File: config.mk
export PLATFORM = sky130hd
export DESIGN_NAME = exh_vector_sweeper
export DESIGN_NICKNAME = d
export VERILOG_FILES = /design/src/rtl/exh_vector_sweeper.sv
export SDC_FILE = /design/constraint.sdc
export NUM_CORES = 1
export LEC_CHECK = 0
export ABC_AREA = 1
export CAP_MARGIN = 20
export CORE_ASPECT_RATIO = 1.1
export CORE_UTILIZATION = 25
export DETAILED_ROUTE_END_ITERATION = 8
export GPL_ROUTABILITY_DRIVEN = 0
export PLACE_DENSITY = 0.49
export SYNTH_ARGS = -nofsm -noshare
export SYNTH_HDL_FRONTEND = slang
export SYNTH_SLANG_ARGS = --single-unit
File: constraint.sdc
create_clock -name CK -period 3.75 [get_ports CK]
set_input_delay 0.75 -clock CK [delete_from_list [all_inputs] [get_ports CK]]
set_output_delay 0.75 -clock CK [all_outputs]
set_load 0.02 [all_outputs]
File: src/rtl/exh_vector_sweeper.sv
// rtl/exh_vector_sweeper.sv - exhaustive binary/Gray vector sweeper with record stream and MISR
module exh_vector_sweeper #(
  parameter int IN_W   = 5,
  parameter int OUT_W  = 1,
  parameter int SETTLE = 1
) (
  input  logic              CK,
  input  logic              reset,
  input  logic              start,
  input  logic              gray_mode,
  input  logic              abort,
  output logic [IN_W-1:0]   dut_in,
  input  logic [OUT_W-1:0]  dut_out,
  output logic              rec_valid,
  input  logic              rec_ready,
  output logic [IN_W-1:0]   rec_vec,
  output logic [OUT_W-1:0]  rec_resp,
  output logic [IN_W:0]     vec_count,
  output logic [15:0]       signature,
  output logic              busy,
  output logic              done
);

  localparam int CW = (SETTLE > 1) ? $clog2(SETTLE) : 1;
  localparam logic [CW-1:0] CNT_LAST = CW'(SETTLE - 1);
  localparam logic [IN_W:0] IDX_LAST = {1'b0, {IN_W{1'b1}}};

  typedef enum logic [1:0] {IDLE, APPLY, OUT} state_t;

  state_t          state;
  logic            mode;
  logic [CW-1:0]   cnt;
  logic [IN_W-1:0] next_lo;
  logic [15:0]     resp16;
  logic [15:0]     misr_next;

  function automatic logic [IN_W-1:0] vec_of(input logic [IN_W-1:0] b, input logic g);
    return g ? (b ^ (b >> 1)) : b;
  endfunction

  assign next_lo = vec_count[IN_W-1:0] + IN_W'(1);

  always_comb begin
    resp16 = '0;
    resp16[OUT_W-1:0] = dut_out;
  end

  assign misr_next = {signature[14:0], 1'b0} ^ (signature[15] ? 16'h1021 : 16'h0000) ^ resp16;

  always_ff @(posedge CK or negedge reset) begin
    if (!reset) begin
      state     <= IDLE;
      mode      <= 1'b0;
      cnt       <= '0;
      dut_in    <= '0;
      rec_valid <= 1'b0;
      rec_vec   <= '0;
      rec_resp  <= '0;
      vec_count <= '0;
      signature <= 16'hFFFF;
      busy      <= 1'b0;
      done      <= 1'b0;
    end else begin
      case (state)
        IDLE: begin
          if (start) begin
            state     <= APPLY;
            mode      <= gray_mode;
            cnt       <= '0;
            vec_count <= '0;
            dut_in    <= '0;
            signature <= 16'hFFFF;
            busy      <= 1'b1;
            done      <= 1'b0;
          end
        end
        APPLY: begin
          if (abort) begin
            state     <= IDLE;
            busy      <= 1'b0;
            rec_valid <= 1'b0;
            done      <= 1'b0;
          end else if (cnt == CNT_LAST) begin
            // capture only after dut_in has been held for the full settle window
            rec_resp  <= dut_out;
            rec_vec   <= dut_in;
            signature <= misr_next;
            rec_valid <= 1'b1;
            state     <= OUT;
          end else begin
            cnt <= cnt + CW'(1);
          end
        end
        OUT: begin
          if (abort) begin
            state     <= IDLE;
            busy      <= 1'b0;
            rec_valid <= 1'b0;
            done      <= 1'b0;
          end else if (rec_ready) begin
            rec_valid <= 1'b0;
            if (vec_count == IDX_LAST) begin
              state <= IDLE;
              busy  <= 1'b0;
              done  <= 1'b1;
            end else begin
              vec_count <= vec_count + (IN_W+1)'(1);
              dut_in    <= vec_of(next_lo, mode);
              cnt       <= '0;
              state     <= APPLY;
            end
          end
        end
        default: state <= IDLE;
      endcase
    end
  end

endmodule

# Word level (Yosys, flattened, before mapping)
# Index checks and enable logic that the tools add are counted.
# word_totals
out_inout_bits,36
ff_bits,40
wordCells,90
# op_classes
addsub,3
bitwise,5
eq_ne,13
mux,45
reduce_logical,13
# ops
op,n
$mux 16,3
$pmux 16 s2,1
$mux 5,5
$mux 6,4
$mux 1,19
$xor 16x1->16,1
$xor 16x13->16,1
$ne 2x2->1 const B,7
$mux 13,1
$pmux 6 s2,1
$mux 2,5
$pmux 5 s2,1
$reduce_and 5->1,2
$ne 3x3->1 const B,3
$pmux 1 s3,3
$reduce_and 3->1,3
$add 6x1->6 const B,1
$eq 6x5->1 const B,1
$pmux 2 s3,1
$reduce_and 6->1,1
$reduce_bool 2->1,3
$add 5x1->5 const B,1
$xor 5x4->5,1
$reduce_and 4->1,1
other kinds (8),9

# Depth between registers and ports, before layout
# Gate-level depths: netlist (run 1).
# logic_depth
word_depth,7
ltp_mapped,10

# Worst setup path after synthesis (run 1)
# No wires, ideal clock.
# synth_timing
kind,input to register
start,input port abort
end,register vec_count[0]
t_required_ns,3.612
cell_stages,9
setup_time_ns,0.138
t_arrival_ns,1.362
n_path_buf,1
path_slack_ns,2.250
cell_sequence,inv_1 nand2_1 nor2_1 nand2_1 nand2_1 nand2_2 buf_6 nand2_1 o21ai_0
# synth_between
elab_chain_len,2
# synth_rtl
element,line_no,text
start: declaration,11,"input logic abort,"
$ne 2x2->1 (no line),--,
$reduce_and 5->1 (no line),--,
end signal: assignment,107,vec_count <= vec_count + (IN_W+1)'(1);
end: declaration,18,"output logic [IN_W:0] vec_count,"
# No other way between the ends.
# A chain may end at the register's enable or synchronous reset.

# Final worst setup path (run 1)
# layout_timing
start,register signature[4]
end,output port signature[4]
# layout_lines
element,line_no,text
start: declaration,19,"output logic [15:0] signature,"
start signal: assignment,87,signature <= misr_next;
# No word-level cell between the ends.

==> results of run 1 <==
## metal layers
layer  share of wire [%]  wire length, microns  global-route usage, %
met5                   0                     0                      0
met4                 1.4                    58                   4.24
met3                 5.0                   203                   3.24
met2                  44                  1810                   17.8
met1                  49                  2010                   15.9
## flip-flops by register name (all words and copies together) (netlist names), 2 cells and up
| name | cells |
|---|---|
| state | 2 |
| rec_vec | 5 |
| vec_count | 6 |
| signature | 16 |
| dut_in | 4 |
## layout make-up
type	instances	area (sq um)
fill	757	4630
sequential	38	971
multi-input combinational	135	716
timing repair buffer	43	423
clock buffer	8	111
tap	85	106
inverter	25	93.8
## power by group
part	switching [uW]	internal (uW)	total, uW
logic	483	319	802
clock network	146	190	337
registers	81.1	574	655
## synthesized netlist by cell type, types with 2 or more instances
library cell  instances
a21oi_1               5
buf_2                 2
buf_4                 3
buf_6                 2
dfrtp_1              22
dfstp_2              16
ha_1                  5
inv_1                24
mux2_2                5
nand2_1              53
nand2_2               2
nand3_1              10
nand4_1               2
nor2_1                8
o211ai_1              3
o21a_1                8
o21ai_0              29
## cells by family after synthesis
logic type / synth area share [%]
multiplexers: 3.06
adder cells (fa/ha/maj): 3.40
AND/OR/NAND/NOR: 16.9
XOR/XNOR: 0.476
buffers and inverters: 8.30
AO/OA/AOI/OAI: 15.1
flip-flops: 52.8
## per-stage QoR
stage / instances / util (%) / setup slack [ns] / instance area [sq um]
after global placement: 326 / 32.8 / 1.43 / 2310
after CTS: 334 / 34.4 / 1.53 / 2420
final: 334 / 34.4 / 1.55 / 2420
after floorplan: 206 / - / 2.25 / 1840
after detailed placement: 326 / 32.8 / 1.39 / 2310
after global routing: 334 / 34.4 / 1.40 / 2420
## final timing paths
kind	slack, ns	depth (start not counted)	from	endpoint
setup / recovery	1.55	1	signature[4]	signature[4]
hold / removal	0.50	2	rec_vec[4]	rec_vec[4]
setup reg to reg	1.68	7	state[1]	signature[12]
hold reg to reg	0.50	2	rec_vec[4]	rec_vec[4]
max in group asynchronous	2.64	1	reset	mode
min in group asynchronous	0.57	1	reset	done
==> metrics.csv, run 1 <==
stage,metric,value,unit
timing,fmax,0.454,GHz
floorplanning,std_cell_rows,32,
cts,clk_pin_slew_worst_paths,0.08,ns
worst_setup_path,critPathArrivalTime,1.45,ns
power,irDropWorstVdd,0.323,mV
worst_setup_path,cp.required,3.00,ns
cts,cts_sinks,38,
timing,max-slew-margin-rel,42.9,%
cts,h-tree-depth,2,
min_path,min_path_type,register to register,
power,power,1790,uW
logic_synthesis,ys_seq_area_share,52.8,%
detailed_routing,drt-wirelength-per-cell,12.2,microns
worst_setup_path,crit_path_max_incr_delay,0.61,ns
logic_synthesis,async_flop_share,100,%
timing,finalClockSkew,0.00567,ns
layout,layout_commonest_cell,nand2_1,
timing,rsz0062_at_grt,false,
worst_setup_path,end_kind,output pin,
cts,cts_tree,done,
detailed_routing,antenna_left,0,
layout,antenna_cells,0,
floorplanning,core,7050,sq um
detailed_routing,routed_wl,4080,microns
power,power_leakage,0.00110,uW
logic_synthesis,synth_top_cell_area_share,29.9,%
logic_synthesis,ys_types,24,
cts,numCtsBuffers,5,
timing,finalSetupTns,0,ns
floorplanning,floorplan.initialDensity,26.1,%
power,power_per_cell_area,741,nW/um^2
cts,clock_path_buffers,2,
timing,worst_pin_slew,0.857,ns
logic_synthesis,yosys.area.top_type,dfrtp_1,
detailed_routing,dr_total_vias,1532,
logic_synthesis,yosysWarnings,0,
logic_synthesis,yosys-top-cells-area,"dfrtp_1, dfstp_2, nand2_1",
timing,hold_violations,0,
worst_setup_path,crit_buf_inv,1,
layout,drive_gt1_share,14.1,%
floorplanning,chipWidth,83.8,microns
logic_synthesis,synth_nets,218,
global_routing,antenna_found_initial,0,
placement,placement.io_buffers,42,
worst_setup_path,cp_slowest_cell,clkdlybuf4s50_1,
layout,final_cell_mix,"nand2_1, clkdlybuf4s50_1, o21ai_0",
cts,post_cts_buffers,0,
worst_setup_path,worstPathCellList,clkdlybuf4s50_1,
global_routing,grt_pass1_wl,7130,microns
detailed_routing,firstDrtPassIters,4,
cts,hold_buffers,0,
logic_synthesis,syn_area_per_cell,8.93,sq um
placement,dp_hpwl,2900,microns
run_status,status,completed,
detailed_routing,drc_errors,0,
run,drv_cap,0,
cts,root_buffer,clkbuf_8,
logic_synthesis,synth_edf_count,0,
timing,min_period_over_period,58.7,%
logic_synthesis,ys_seq_elements,38,
layout,syn2layout_area_growth,31.6,%
timing,setup_violations,0,
global_routing,grt_max_degree,39,
global_routing,grt_pass1_vias,1473,
detailed_routing,vias_per_cell,4.59,
worst_setup_path,critPathKind,register to output pin,
timing,holdWs,0.500,ns
worst_setup_path,crit_family,buffers and inverters,
cts,cts_resized,0,
logic_synthesis,synthFlopType,dfrtp_1,
logic_synthesis,synth_area,1840,sq um
floorplanning,die_h,92.0,microns
global_routing,grt_overflow_total,0,
cts,clk_latency,0.29,ns
detailed_routing,drt_iter0_markers,75,
worst_setup_path,setup.worst_path.start_class,register,
global_routing,grt_usage,11.7,%
floorplanning,io_pins,43,
worst_setup_path,path_max_fanout,4,
timing,layout_min_cycle_time,2.20,ns
logic_synthesis,syn_inst,206,
timing,slew_viol_final,0,
layout,fin_nets,260,
floorplanning,die-area,7700,sq um
(Power assumes the default switching activity.)
==> run 2: changes to the inputs <==
--- a/config.mk
+++ b/config.mk
@@ -11,7 +11,7 @@
 export CORE_UTILIZATION = 25
 export DETAILED_ROUTE_END_ITERATION = 8
 export GPL_ROUTABILITY_DRIVEN = 0
-export PLACE_DENSITY = 0.49
+export PLACE_DENSITY = 0.5
 export SYNTH_ARGS = -nofsm -noshare
 export SYNTH_HDL_FRONTEND = slang
 export SYNTH_SLANG_ARGS = --single-unit
==> constraint.sdc (replaced) <==
create_clock -name CK -period 1.85 [get_ports CK]
set_input_delay 0.37 -clock CK [delete_from_list [all_inputs] [get_ports CK]]
set_output_delay 0.37 -clock CK [all_outputs]
set_load 0.02 [all_outputs]
==> run 2 against run 1 <==
Cell count is 2.4% higher. Routed wire length up 3.4%. Register-to-register slack worse by 1.5 ns. Critical path type unchanged. Largest power group unchanged. Highest routed layer unchanged.
==> metrics.csv, run 2 (same netlist as run 1, synthesis figures left out) <==
stage,metric,value,unit,change
detailed_routing,drc_errors,0,,unchanged
worst_setup_path,critPathKind,register to output pin,,unchanged
timing,max-slew-margin-rel,68.8,%,was 42.9%
timing,setup_slack,0.0510,ns,was 1.55 ns
worst_setup_path,critPathArrivalTime,1.43,ns,was 1.45 ns
global_routing,grt_pass1_wl,7200,microns,was 7130 microns
detailed_routing,routed_wl,4220,microns,was 4080 microns
cts,numCtsBuffers,5,,unchanged
timing,slew_viol_final,0,,unchanged
timing,min_period_over_period,97.2,%,
power,power_per_cell_area,1460,nW/um^2,was 741 nW/um^2
floorplanning,floorplan.initialDensity,26.1,%,unchanged
cts,clock_path_buffers,2,,unchanged
worst_setup_path,path_max_fanout,3,,was 4
worst_setup_path,cp_slowest_cell,clkdlybuf4s50_1,,unchanged
timing,hold_violations,0,,unchanged
worst_setup_path,reg2reg_slack,0.23,ns,was 1.68 ns
worst_setup_path,cp.required,1.48,ns,was 3.00 ns
power,power_leakage,0.00114,uW,was 0.00110 uW
run,drv_cap,0,,unchanged
layout,drive_gt1_share,16.0,%,was 14.1%
placement,post-place-ws,0.145,ns,was 1.39 ns
global_routing,grt_max_degree,33,,was 39
layout,syn2layout_area_growth,34.8,%,was 31.6%
run_status,status,completed,,unchanged
cts,clk_latency,0.28,ns,was 0.29 ns
worst_setup_path,crit_family,buffers and inverters,,unchanged
detailed_routing,drt_iter0_markers,50,,was 75
floorplanning,core,7050,sq um,unchanged
timing,finalClockSkew,0.00122,ns,was 0.00567 ns
worst_setup_path,cp-startpoint,signature[0],,was signature[4]
timing,worst_pin_slew,0.468,ns,was 0.857 ns
global_routing,grt_overflow_total,0,,unchanged
floorplanning,io_pins,43,,unchanged
timing,rsz0062_at_grt,false,,unchanged
timing,fmax,0.556,GHz,
floorplanning,std_cell_rows,32,,unchanged
placement,dp_hpwl,3080,microns,was 2900 microns
floorplanning,die-area,7700,sq um,unchanged
worst_setup_path,setup.worst_path.start_class,register,,unchanged
worst_setup_path,worstPathCellList,clkdlybuf4s50_1,,unchanged
placement,placement.io_buffers,42,,unchanged
detailed_routing,dr_total_vias,1508,,was 1532
layout,fin_nets,268,,was 260
worst_setup_path,r2r-start,state[0],,was state[1]
detailed_routing,dr_wl_met3,185,microns,was 203 microns
timing,layout_min_cycle_time,1.80,ns,
cts,clk_pin_slew_worst_paths,0.07,ns,was 0.08 ns
min_path,min_path_type,input pin to async pin,,was register to register
layout,largest_reg_flops,16,,unchanged
global_routing,grt_usage,11.8,%,was 11.7%
layout,register_area,971,sq um,unchanged
power,irDropWorstVdd,0.772,mV,was 0.323 mV
detailed_routing,antenna_left,0,,unchanged
timing,setup_violations,0,,unchanged
global_routing,antenna_found_initial,0,,unchanged
global_routing,grt_pass1_vias,1498,,was 1473
cts,post_cts_buffers,0,,unchanged
floorplanning,die_h,92.0,microns,unchanged
detailed_routing,drt-wirelength-per-cell,12.3,microns,was 12.2 microns
cts,root_buffer,clkbuf_8,,unchanged
cts,hold_buffers,0,,unchanged
detailed_routing,vias_per_cell,4.41,,was 4.59
timing,finalSetupTns,0,ns,unchanged
worst_setup_path,crit_path_max_incr_delay,0.60,ns,was 0.61 ns
layout,reg.largest.list,"signature: 16 flops, vec_count: 6 flops, rec_vec: 5 flops",,unchanged
detailed_routing,dr_wl_met2,2030,microns,was 1810 microns
layout,layout_commonest_cell,nand2_1,,unchanged
detailed_routing,wl_met1,1970,microns,was 2010 microns
layout,largest_register,signature,,unchanged
layout,multi_input_area,716,sq um,unchanged
detailed_routing,top_layer,met4,,unchanged
layout,antenna_cells,0,,unchanged
layout,fillCellCount,753,,was 757
cts,cts_resized,0,,unchanged
detailed_routing,firstDrtPassIters,4,,unchanged
cts,cts_sinks,38,,unchanged
cts,cts_tree,done,,unchanged
cts,h-tree-depth,2,,unchanged
layout,final_cell_mix,"nand2_1, clkdlybuf4s50_1, o21ai_0",,unchanged
worst_setup_path,crit_buf_inv,1,,unchanged
worst_setup_path,end_kind,output pin,,unchanged
floorplanning,chipWidth,83.8,microns,unchanged
-- run 2: cell types whose count changed in the layout (fill, tap and decap cells not counted), sizes merged --
| cell | before | now |
|---|---|---|
| buf | 2 | 10 |
| clkdlybuf4s50 | 41 | 39 |
| dlymetal6s2s | 0 | 2 |
-- run 2: worst register-to-register path, stage by stage (launching register included) --
cell	delay [ns]
dfrtp_1	0.41
inv_1	0.08
ha_1	0.26
inv_1	0.09
nor2_1	0.06
inv_1	0.08
nand2_1	0.09
nor2_1	0.14
nand3_1	0.14
nand2_1	0.08
o21ai_0	0.07
-- run 2: layout make-up --
cell class                      count  area share, %
Sequential cell                    38           39.2
Multi-Input combinational cell    135           28.9
Timing Repair Buffer               51           20.7
Tap cell                           85           4.29
Inverter                           25           3.78
Clock buffer                        8           3.23
-- run 2: routing by layer --
layer	up-vias	track usage, %
li1	771	-
met1	699	14.9
met2	33	19.8
met3	5	3.60
met4	0	2.97
met5	-	0
-- run 2: through the flow --
step                cells  hold WS (ns)  util [%]  cell area (sq um)  total power [uW]
global route          342        0.0495      35.2               2480              3920
detailed placement    334         0.354      34.0               2390              3130
finish                342        0.0384      35.2               2480              3620
floorplan             206        0.0744         -               1840              2470
CTS                   342        0.0407      35.1               2470              3690
global placement      334         0.351      34.0               2390              3110
-- run 2: final timing paths --
kind / endpoint / cells past startpoint
max: signature[0] / 1
min: dut_in[1] / 1
max reg2reg: done / 10
min reg2reg: signature[10] / 2
max in group asynchronous: signature[14] / 2
min in group CK: signature[10] / 2
-- run 2: power breakdown --
group	leakage (uW)	switching, uW	total, uW	internal, uW
combinational	0.000635	1010	1760	744
clock	0.0000395	276	543	268
sequential	0.000465	160	1320	1160
total	0.00114	1450	3620	2180
==> run 3: changes to the inputs <==
--- a/config.mk
+++ b/config.mk
@@ -9,6 +9,7 @@
 export CAP_MARGIN = 20
 export CORE_ASPECT_RATIO = 1.1
 export CORE_UTILIZATION = 25
+export CTS_CLUSTER_SIZE = 30
 export DETAILED_ROUTE_END_ITERATION = 8
 export GPL_ROUTABILITY_DRIVEN = 0
 export PLACE_DENSITY = 0.5
==> results of run 3 <==
Final layout, timing and power as in run 2 (identical DEF).
